## config.mk

```make
export PLATFORM = sky130hd
export DESIGN_NAME = accel_sampler
export DESIGN_NICKNAME = d
export VERILOG_FILES = /design/src/rtl/accel_pkg.sv /design/src/rtl/sample_timer.sv /design/src/rtl/accel_sampler.sv
export SDC_FILE = /design/constraint.sdc
export NUM_CORES = 1
export LEC_CHECK = 0
export ABC_AREA = 0
export CAP_MARGIN = 20
export CORE_MARGIN = 2
export CORE_UTILIZATION = 54
export DETAILED_ROUTE_END_ITERATION = 12
export PLACE_DENSITY = 0.88
export RECOVER_POWER = 100
export SYNTH_ARGS = -nofsm -noshare
export SYNTH_HDL_FRONTEND = slang
export SYNTH_HIERARCHICAL = 1
export SYNTH_SLANG_ARGS = --single-unit
```

## constraint.sdc

```tcl
create_clock -name clk -period 3 [get_ports clk]
set_input_delay 0.9 -clock clk [delete_from_list [all_inputs] [get_ports clk]]
set_output_delay 0.9 -clock clk [all_outputs]
set_load 0.02 [all_outputs]
```

## src/rtl/accel_pkg.sv

```systemverilog
// Shared constants and types for the accelerometer sampling sequencer.
package accel_pkg;

  localparam logic [5:0] REG_BW_RATE     = 6'h2C;
  localparam logic [5:0] REG_DATA_FORMAT = 6'h31;
  localparam logic [5:0] REG_POWER_CTL   = 6'h2D;
  localparam logic [5:0] REG_DATAX0      = 6'h32;

  typedef enum logic [2:0] {
    StPwrWait,
    StReq,
    StBusy,
    StRelease,
    StPublish,
    StIdle
  } state_e;

  typedef struct packed {
    logic [5:0] addr;
    logic [7:0] value;
  } cfg_op_t;

  // Entry 0 is issued first.
  typedef cfg_op_t [2:0] cfg_seq_t;

  function automatic cfg_seq_t build_cfg_seq(input logic [7:0] bw_rate,
                                             input logic [7:0] data_format,
                                             input logic [7:0] power_ctl);
    cfg_seq_t seq;
    seq[0] = '{addr: REG_BW_RATE,     value: bw_rate};
    seq[1] = '{addr: REG_DATA_FORMAT, value: data_format};
    seq[2] = '{addr: REG_POWER_CTL,   value: power_ctl};
    return seq;
  endfunction

  // Byte k of the captured burst (byte 0 in the top bits).
  function automatic logic [7:0] rx_byte(input logic [47:0] data, input int unsigned k);
    return data[47 - 8 * k -: 8];
  endfunction

endpackage

```

## src/rtl/sample_timer.sv

```systemverilog
// Free-running divider: counts 0..Div-1 while enabled and flags the wrap cycle.
module sample_timer #(
  parameter int unsigned Div = 1000
) (
  input  logic clk,
  input  logic reset,
  input  logic enable,
  output logic tick
);

  localparam logic [15:0] Last = 16'(Div - 1);

  logic [15:0] count_q, count_d;

  // Next count: wrap at Div-1, hold while disabled.
  always_comb begin
    count_d = count_q;
    if (enable) begin
      count_d = (count_q == Last) ? 16'd0 : count_q + 16'd1;
    end
  end

  // Counter register.
  always_ff @(posedge clk) begin
    if (reset) begin
      count_q <= 16'd0;
    end else begin
      count_q <= count_d;
    end
  end

  assign tick = enable && (count_q == Last);

endmodule

```

## src/rtl/accel_sampler.sv

```systemverilog
// Configures the accelerometer over SPI, then launches periodic burst reads and
// publishes signed X/Y/Z samples.
module accel_sampler
  import accel_pkg::*;
#(
  parameter int unsigned SAMPLE_DIV      = 1000,
  parameter int unsigned PWR_DELAY       = 4096,
  parameter logic [7:0]  BW_RATE_VAL     = 8'h0D,
  parameter logic [7:0]  DATA_FORMAT_VAL = 8'h0B,
  parameter logic [7:0]  POWER_CTL_VAL   = 8'h08
) (
  input  logic               clk,
  input  logic               reset,
  input  logic               run,
  output logic               spi_enable,
  output logic               spi_rw,
  output logic [5:0]         spi_address,
  output logic [7:0]         spi_value,
  input  logic [55:0]        spi_buffer,
  input  logic               spi_ready,
  output logic               cfg_done,
  output logic signed [15:0] x,
  output logic signed [15:0] y,
  output logic signed [15:0] z,
  output logic               sample_valid,
  output logic [7:0]         sample_seq,
  output logic               overrun
);

  localparam cfg_seq_t    CfgSeq  = build_cfg_seq(BW_RATE_VAL, DATA_FORMAT_VAL, POWER_CTL_VAL);
  localparam logic [15:0] PwrLast = 16'(PWR_DELAY - 1);

  state_e             state_q, state_d;
  logic [15:0]        pwr_cnt_q, pwr_cnt_d;
  logic [1:0]         cfg_idx_q, cfg_idx_d;
  logic               is_read_q, is_read_d;
  logic [47:0]        rx_q, rx_d;
  logic               en_q, en_d;
  logic               rw_q, rw_d;
  logic [5:0]         addr_q, addr_d;
  logic [7:0]         value_q, value_d;
  logic               cfg_done_q, cfg_done_d;
  logic signed [15:0] x_q, x_d, y_q, y_d, z_q, z_d;
  logic               valid_q, valid_d;
  logic [7:0]         seq_q, seq_d;
  logic               overrun_q, overrun_d;
  logic               tick;
  cfg_op_t            cur_op;

  // Trailing burst byte carries no sample data.
  logic unused_byte6;
  assign unused_byte6 = ^spi_buffer[7:0];

  sample_timer #(
    .Div(SAMPLE_DIV)
  ) u_timer (
    .clk   (clk),
    .reset (reset),
    .enable(cfg_done_q),
    .tick  (tick)
  );

  // Select the pending configuration write.
  always_comb begin
    cur_op = CfgSeq[2];
    case (cfg_idx_q)
      2'd0:    cur_op = CfgSeq[0];
      2'd1:    cur_op = CfgSeq[1];
      default: cur_op = CfgSeq[2];
    endcase
  end

  // Sequencer next-state and registered-output logic.
  always_comb begin
    state_d    = state_q;
    pwr_cnt_d  = pwr_cnt_q;
    cfg_idx_d  = cfg_idx_q;
    is_read_d  = is_read_q;
    rx_d       = rx_q;
    en_d       = en_q;
    rw_d       = rw_q;
    addr_d     = addr_q;
    value_d    = value_q;
    cfg_done_d = cfg_done_q;
    x_d        = x_q;
    y_d        = y_q;
    z_d        = z_q;
    valid_d    = 1'b0;
    seq_d      = seq_q;
    // A tick that cannot launch a read because one is still in flight.
    overrun_d  = tick && (state_q != StIdle);

    case (state_q)
      StPwrWait: begin
        if (pwr_cnt_q == PwrLast) begin
          state_d   = StReq;
          cfg_idx_d = 2'd0;
          is_read_d = 1'b0;
        end else begin
          pwr_cnt_d = pwr_cnt_q + 16'd1;
        end
      end
      StReq: begin
        en_d    = 1'b1;
        state_d = StBusy;
        if (is_read_q) begin
          rw_d    = 1'b1;
          addr_d  = REG_DATAX0;
          value_d = 8'h00;
        end else begin
          rw_d    = 1'b0;
          addr_d  = cur_op.addr;
          value_d = cur_op.value;
        end
      end
      StBusy: begin
        if (spi_ready) begin
          en_d    = 1'b0;
          state_d = StRelease;
          if (is_read_q) begin
            rx_d = spi_buffer[55:8];
          end
        end
      end
      StRelease: begin
        if (!spi_ready) begin
          if (is_read_q) begin
            state_d = StPublish;
          end else if (cfg_idx_q == 2'd2) begin
            cfg_done_d = 1'b1;
            state_d    = StIdle;
          end else begin
            cfg_idx_d = cfg_idx_q + 2'd1;
            state_d   = StReq;
          end
        end
      end
      StPublish: begin
        x_d     = {rx_byte(rx_q, 1), rx_byte(rx_q, 0)};
        y_d     = {rx_byte(rx_q, 3), rx_byte(rx_q, 2)};
        z_d     = {rx_byte(rx_q, 5), rx_byte(rx_q, 4)};
        valid_d = 1'b1;
        seq_d   = seq_q + 8'd1;
        state_d = StIdle;
      end
      StIdle: begin
        if (tick && run) begin
          is_read_d = 1'b1;
          state_d   = StReq;
        end
      end
      default: state_d = StPwrWait;
    endcase
  end

  // State and output registers.
  always_ff @(posedge clk) begin
    if (reset) begin
      state_q    <= StPwrWait;
      pwr_cnt_q  <= 16'd0;
      cfg_idx_q  <= 2'd0;
      is_read_q  <= 1'b0;
      rx_q       <= 48'd0;
      en_q       <= 1'b0;
      rw_q       <= 1'b0;
      addr_q     <= 6'd0;
      value_q    <= 8'd0;
      cfg_done_q <= 1'b0;
      x_q        <= 16'sd0;
      y_q        <= 16'sd0;
      z_q        <= 16'sd0;
      valid_q    <= 1'b0;
      seq_q      <= 8'd0;
      overrun_q  <= 1'b0;
    end else begin
      state_q    <= state_d;
      pwr_cnt_q  <= pwr_cnt_d;
      cfg_idx_q  <= cfg_idx_d;
      is_read_q  <= is_read_d;
      rx_q       <= rx_d;
      en_q       <= en_d;
      rw_q       <= rw_d;
      addr_q     <= addr_d;
      value_q    <= value_d;
      cfg_done_q <= cfg_done_d;
      x_q        <= x_d;
      y_q        <= y_d;
      z_q        <= z_d;
      valid_q    <= valid_d;
      seq_q      <= seq_d;
      overrun_q  <= overrun_d;
    end
  end

  assign spi_enable   = en_q;
  assign spi_rw       = rw_q;
  assign spi_address  = addr_q;
  assign spi_value    = value_q;
  assign cfg_done     = cfg_done_q;
  assign x            = x_q;
  assign y            = y_q;
  assign z            = z_q;
  assign sample_valid = valid_q;
  assign sample_seq   = seq_q;
  assign overrun      = overrun_q;

endmodule
```

==> out/metrics.csv, run 1 <==
metric,value,unit
numPortBuffers,122,
ys_seq_elements,155,
wl_per_cell,15.7,µm
synth_top_cells_by_count,"nand2_1 (209), dfxtp_1 (155), a21oi_1 (125), nor2_1 (39), clkbuf_1 (36)",
worstSetupPathType,flop to primary output,
finalCritPeriodShare,0.875,
die_w,110,µm
maxCapViolCount,0,
yosys_most_used_dff,dfxtp_1,
internal_power,3.45,mW
overflow,0,
ios,135,
post-route-util,0.717,
drtPass1Iterations,5,
synth_edf_count,0,
cp_num_buf_inv,1,
area_delta_synth_final,28.9,%
postCtsSetupRepairBufs,0,
hold_depth,2,
run_status,finished clean,
ir_drop,0.403,mV
yosys.area.top_type,dfxtp_1,
finalHoldViolations,0,
ctsHoldBuffers,0,
antenna_found_initial,0,
die_area,0.0121,mm²
relSlewSlack,0.149,
hp-class,flop to flop,
grt_pass1_wl,24500,µm
worstPathArrival,1.73,ns
clock_latency,0.43,ns
slowest_delay,0.74,ns
p_comb_frac,0.065,
switchingPower,1.06,mW
synthTopCellsByArea,"dfxtp_1 (51%), nand2_1 (13%), a21oi_1 (10%), nor2_1 (2.4%), clkbuf_1 (2.2%)",
cts_made_buffers,17,
tightest_slew,1.26,ns
route.detailed.drc,0,
synth_most_common_cell,nand2_1,
synth_top_cell_area_share,0.510,
clock-sinks,155,
cts_resized,0,
crit_slowest_cell,dlygate4sd3_1,
power.leakage,2.80,nW
power.share.clock,0.464,
total_power,4.51,mW
syn_area,0.00609,mm²
fin_skew,0.00729,ns
fp-row-count,38,
yosys_warnings,6,
syn_inst,741,
path_cells,dlygate4sd3_1,
endpoint_kind,primary output,
p_sw_frac,0.235,
die_h,110,µm
seq_area_frac_synth,0.510,
path_clk_slew,0.06,ns
critPathLaunchType,flop,
diodes,0,
fin_area,0.00785,mm²
tritoncts,built,
setup_tns,0,ns
crit_fanout,10,
dp_hpwl,9800,µm
place_area,0.00734,mm²
syn_avg_cell_area,8.21,µm²
grt_max_degree,55,
rsz0062_at_grt,no,
slew_violations,0,
crit_family,buffers and inverters,
fin_nets,906,
initial_utilization,0.557,
async_flop_share,0,
powerDensity,575,mW/mm²
gp_congestion,0.814,
reg2reg_depth,4,
crit_cells,1,
drive_gt1_frac,0.0517,
fin_crit,2.63,ns
crit_required,2.10,ns
p_seq_frac,0.471,
clockBufferDepth,2,
fmax,0.381,GHz
cts-root-buf,clkbuf_16,
setup_viol_count_final,0,
ys_types,50,
globalRouteTotalUtil,0.259,
grt_pass1_vias,5437,
finalWirelength,15500,µm
vias,5581,
ant_nets,0,
coreArea,0.0109,mm²
routed_via_density,5.63,
htree_num_levels,4,
drtIter0Drc,381,
-- path summary, 6_finish.rpt --
path | start | to | slack [ns]
worst min-delay path | z[2] | z[2] | 0.45
worst max-delay path | cfg_done | cfg_done | 0.37
worst min register to register | z[2] | z[2] | 0.45
worst max register to register | state_q[0] | pwr_cnt_q[15] | 0.45
-- cell usage in the layout (no fill, tap or decap), types with 9 or more instances in the layout --
cell / synthesis / routed
or4_1: 12 / 13
nand3_1: 13 / 13
xnor2_1: 15 / 15
clkbuf_16: 0 / 17
dfxtp_1: 155 / 155
a21oi_1: 125 / 125
dlygate4sd3_1: 0 / 72
nor3_1: 12 / 12
nand2_1: 209 / 209
inv_1: 9 / 9
clkdlybuf4s50_1: 0 / 49
o31ai_1: 11 / 11
nor2_1: 39 / 39
nand4_1: 10 / 10
-- power groups by stage --
stage          combinational [mW]  sequential, mW  clock [mW]
3_5_place_dp                0.299            2.17           0
3_3_place_gp                0.290            2.17           0
4_1_cts                     0.302            2.13        2.11
2_1_floorplan               0.172            2.17           0
5_1_grt                     0.316            2.13        2.20
6_report                    0.291            2.12        2.09
-- sequential cells by signal (all words and copies together) (netlist names), 2 cells and up --
signal and count:
cfg_idx_q 2, pwr_cnt_q 16, rx_q 48, sample_seq 8
spi_address 5, spi_value 4, state_q 3, u_timer/count_q 16
x 16, y 16, z 16
-- stage by stage --
stage	worst slack, ns	hold slack, ns	cells
3_5_place_dp	0.349	0.444	960
2_1_floorplan	1.05	0.432	744
5_1_grt	0.210	0.467	991
6_report	0.374	0.451	991
3_3_place_gp	0.373	0.436	960
4_1_cts	0.425	0.453	991
-- layout make-up --
type                            instances  area [µm²]
Sequential cell                       155        3100
Fill cell                             793        3090
Multi-Input combinational cell        527        2680
Timing Repair Buffer                  129        1280
Clock buffer                           18         429
Tap cell                              140         175
Clock inverter                         13         145
Inverter                                9        33.8
-- routing by layer --
layer | global-route usage | vias to the layer above | part of all wire
li1 | - | 2694 | -
met1 | 0.286 | 2628 | 0.38
met2 | 0.463 | 218 | 0.52
met3 | 0.0752 | 41 | 0.068
met4 | 0.112 | 0 | 0.026
met5 | 0 | - | 0
-- cell families after synthesis --
logic type,after synthesis,synth area share
simple gates,339,0.258
flops,155,0.510
compound gates,153,0.139
buf+inv,62,0.0436
xor+xnor,21,0.0302
fa+ha+maj,7,0.0144
mux,3,0.00514
other cells,1,0.000616
(Power assumes the default switching activity.)
==> run 2: changes to the inputs <==
--- a/config.mk
+++ b/config.mk
@@ -10,6 +10,7 @@
 export CORE_MARGIN = 2
 export CORE_UTILIZATION = 54
 export DETAILED_ROUTE_END_ITERATION = 12
+export MAX_ROUTING_LAYER = met4
 export PLACE_DENSITY = 0.88
 export RECOVER_POWER = 100
 export SYNTH_ARGS = -nofsm -noshare
==> run 2 against run 1 <==
Highest routed layer unchanged. Largest power group unchanged. Combinational power barely moved. Sequential power barely moved. Via count fell by 1.1%. Count of clock-buffer cells in the layout did not move. Clock skew barely moved. Clock power barely moved. Largest cell class unchanged.
==> out/metrics.csv, run 2 (synthesized netlist as in run 1, its figures left out) <==
metric,value,unit,change
run_status,finished clean,,unchanged
wl_per_cell,15.7,µm,about the same
rsz0062_at_grt,no,,unchanged
clock-sinks,155,,unchanged
setup_tns,0,ns,unchanged
overflow,0,,unchanged
fin_skew,0.00775,ns,was 0.00729 ns
crit_slowest_cell,dlygate4sd3_1,,unchanged
grt_pass1_vias,5440,,was 5437
worstSetupPathType,flop to primary output,,unchanged
antenna_found_initial,0,,unchanged
setup_viol_count_final,0,,unchanged
fin_nets,906,,unchanged
critPathLaunchType,flop,,unchanged
coreArea,0.0109,mm²,unchanged
ir_drop,0.402,mV,was 0.403 mV
cts_resized,0,,unchanged
fin_crit,2.62,ns,was 2.63 ns
layout_common_cells,"nand2_1 (209), dfxtp_1 (155), a21oi_1 (125)",,unchanged
crit_required,2.10,ns,about the same
relSlewSlack,0.145,,was 0.149
cts-root-buf,clkbuf_16,,unchanged
total_power,4.51,mW,about the same
grt_pass1_wl,24500,µm,about the same
die_w,110,µm,unchanged
p_seq_frac,0.471,,about the same
fp-row-count,38,,unchanged
internal_power,3.45,mW,about the same
die_area,0.0121,mm²,unchanged
drtPass1Iterations,5,,unchanged
dp_hpwl,9800,µm,unchanged
drtIter0Drc,376,,was 381
p_sw_frac,0.235,,about the same
largest_register,rx_q,,unchanged
hp-class,flop to flop,,unchanged
ant_nets,0,,unchanged
clockBufferDepth,2,,unchanged
hold_path_startpoint,z[2],,unchanged
vias,5522,,was 5581
crit_fanout,10,,unchanged
finalCritPeriodShare,0.872,,was 0.875
reg2reg_from,state_q[0],,unchanged
finalWirelength,15500,µm,about the same
drive_gt1_frac,0.0517,,unchanged
gp_congestion,0.826,,was 0.814
die_h,110,µm,unchanged
numPortBuffers,122,,unchanged
dp_cells,960,,unchanged
slowest_delay,0.73,ns,was 0.74 ns
endpoint_kind,primary output,,unchanged
clock_latency,0.42,ns,was 0.43 ns
cts_made_buffers,17,,unchanged
fmax,0.382,GHz,was 0.381 GHz
routed_via_density,5.57,,was 5.63
power.leakage,2.80,nW,unchanged
initial_utilization,0.557,,unchanged
grt_max_degree,55,,unchanged
worstPathArrival,1.72,ns,was 1.73 ns
crit_family,buffers and inverters,,unchanged
tritoncts,built,,unchanged
p_comb_frac,0.065,,about the same
path_clk_slew,0.06,ns,about the same
ctsHoldBuffers,0,,unchanged
maxCapViolCount,0,,unchanged
slew_violations,0,,unchanged
diodes,0,,unchanged
final_common_cell,nand2_1,,unchanged
crit_path_start,cfg_done,,unchanged
path_cells,dlygate4sd3_1,,unchanged
tightest_slew,1.27,ns,was 1.26 ns
area_delta_synth_final,28.9,%,unchanged
powerDensity,575,mW/mm²,about the same
ios,135,,unchanged
route.detailed.drc,0,,unchanged
power.share.clock,0.464,,about the same
finalHoldViolations,0,,unchanged
largest_reg_flops,48,,unchanged
switchingPower,1.06,mW,about the same
globalRouteTotalUtil,0.266,,was 0.259
htree_num_levels,4,,unchanged
postCtsSetupRepairBufs,0,,unchanged
post-route-util,0.717,,unchanged
final_cells,991,,unchanged
cp_num_buf_inv,1,,unchanged
-- run 2: cell counts in the layout (fill, tap and decap cells not counted) --
Identical to the previous run, type by type.
-- run 2: path summary, 6_finish.rpt --
path / endpoint / slack, ns / depth (start not counted)
setup reg to reg: pwr_cnt_q[14] / 0.45 / 4
hold reg to reg: z[2] / 0.45 / 2
hold / removal: z[2] / 0.45 / 2
setup / recovery: cfg_done / 0.38 / 1
-- run 2: cell type report --
class | instances | area, µm²
flip-flops and latches | 155 | 3100
fillers | 793 | 3090
multi-input cells | 527 | 2680
repair buffers | 129 | 1280
clock buffers | 18 | 429
well taps | 140 | 175
clock inverters | 13 | 145
inverters | 9 | 33.8
-- run 2: metal layers --
layer / vias to the layer above / part of all wire / GRT usage
met5: - / 0 / -
met4: 0 / 0.024 / 0.113
met3: 41 / 0.056 / 0.0676
met2: 178 / 0.52 / 0.465
met1: 2611 / 0.40 / 0.287
li1: 2692 / - / -
-- run 2: stage by stage --
stage / instance area (µm²) / hold WS, ns / worst slack [ns]
3_5_place_dp: 7340 / 0.444 / 0.349
6_report: 7850 / 0.451 / 0.383
4_1_cts: 7910 / 0.453 / 0.425
5_1_grt: 7850 / 0.467 / 0.210
3_3_place_gp: 7340 / 0.436 / 0.373
2_1_floorplan: 6100 / 0.432 / 1.05
-- run 2: power groups by stage --
stage / combinational, mW / clock, mW / sequential [mW]
after global placement: 0.290 / 0 / 2.17
after detailed placement: 0.299 / 0 / 2.17
after floorplan: 0.172 / 0 / 2.17
after global routing: 0.316 / 2.20 / 2.13
final: 0.292 / 2.09 / 2.12
after CTS: 0.302 / 2.11 / 2.13
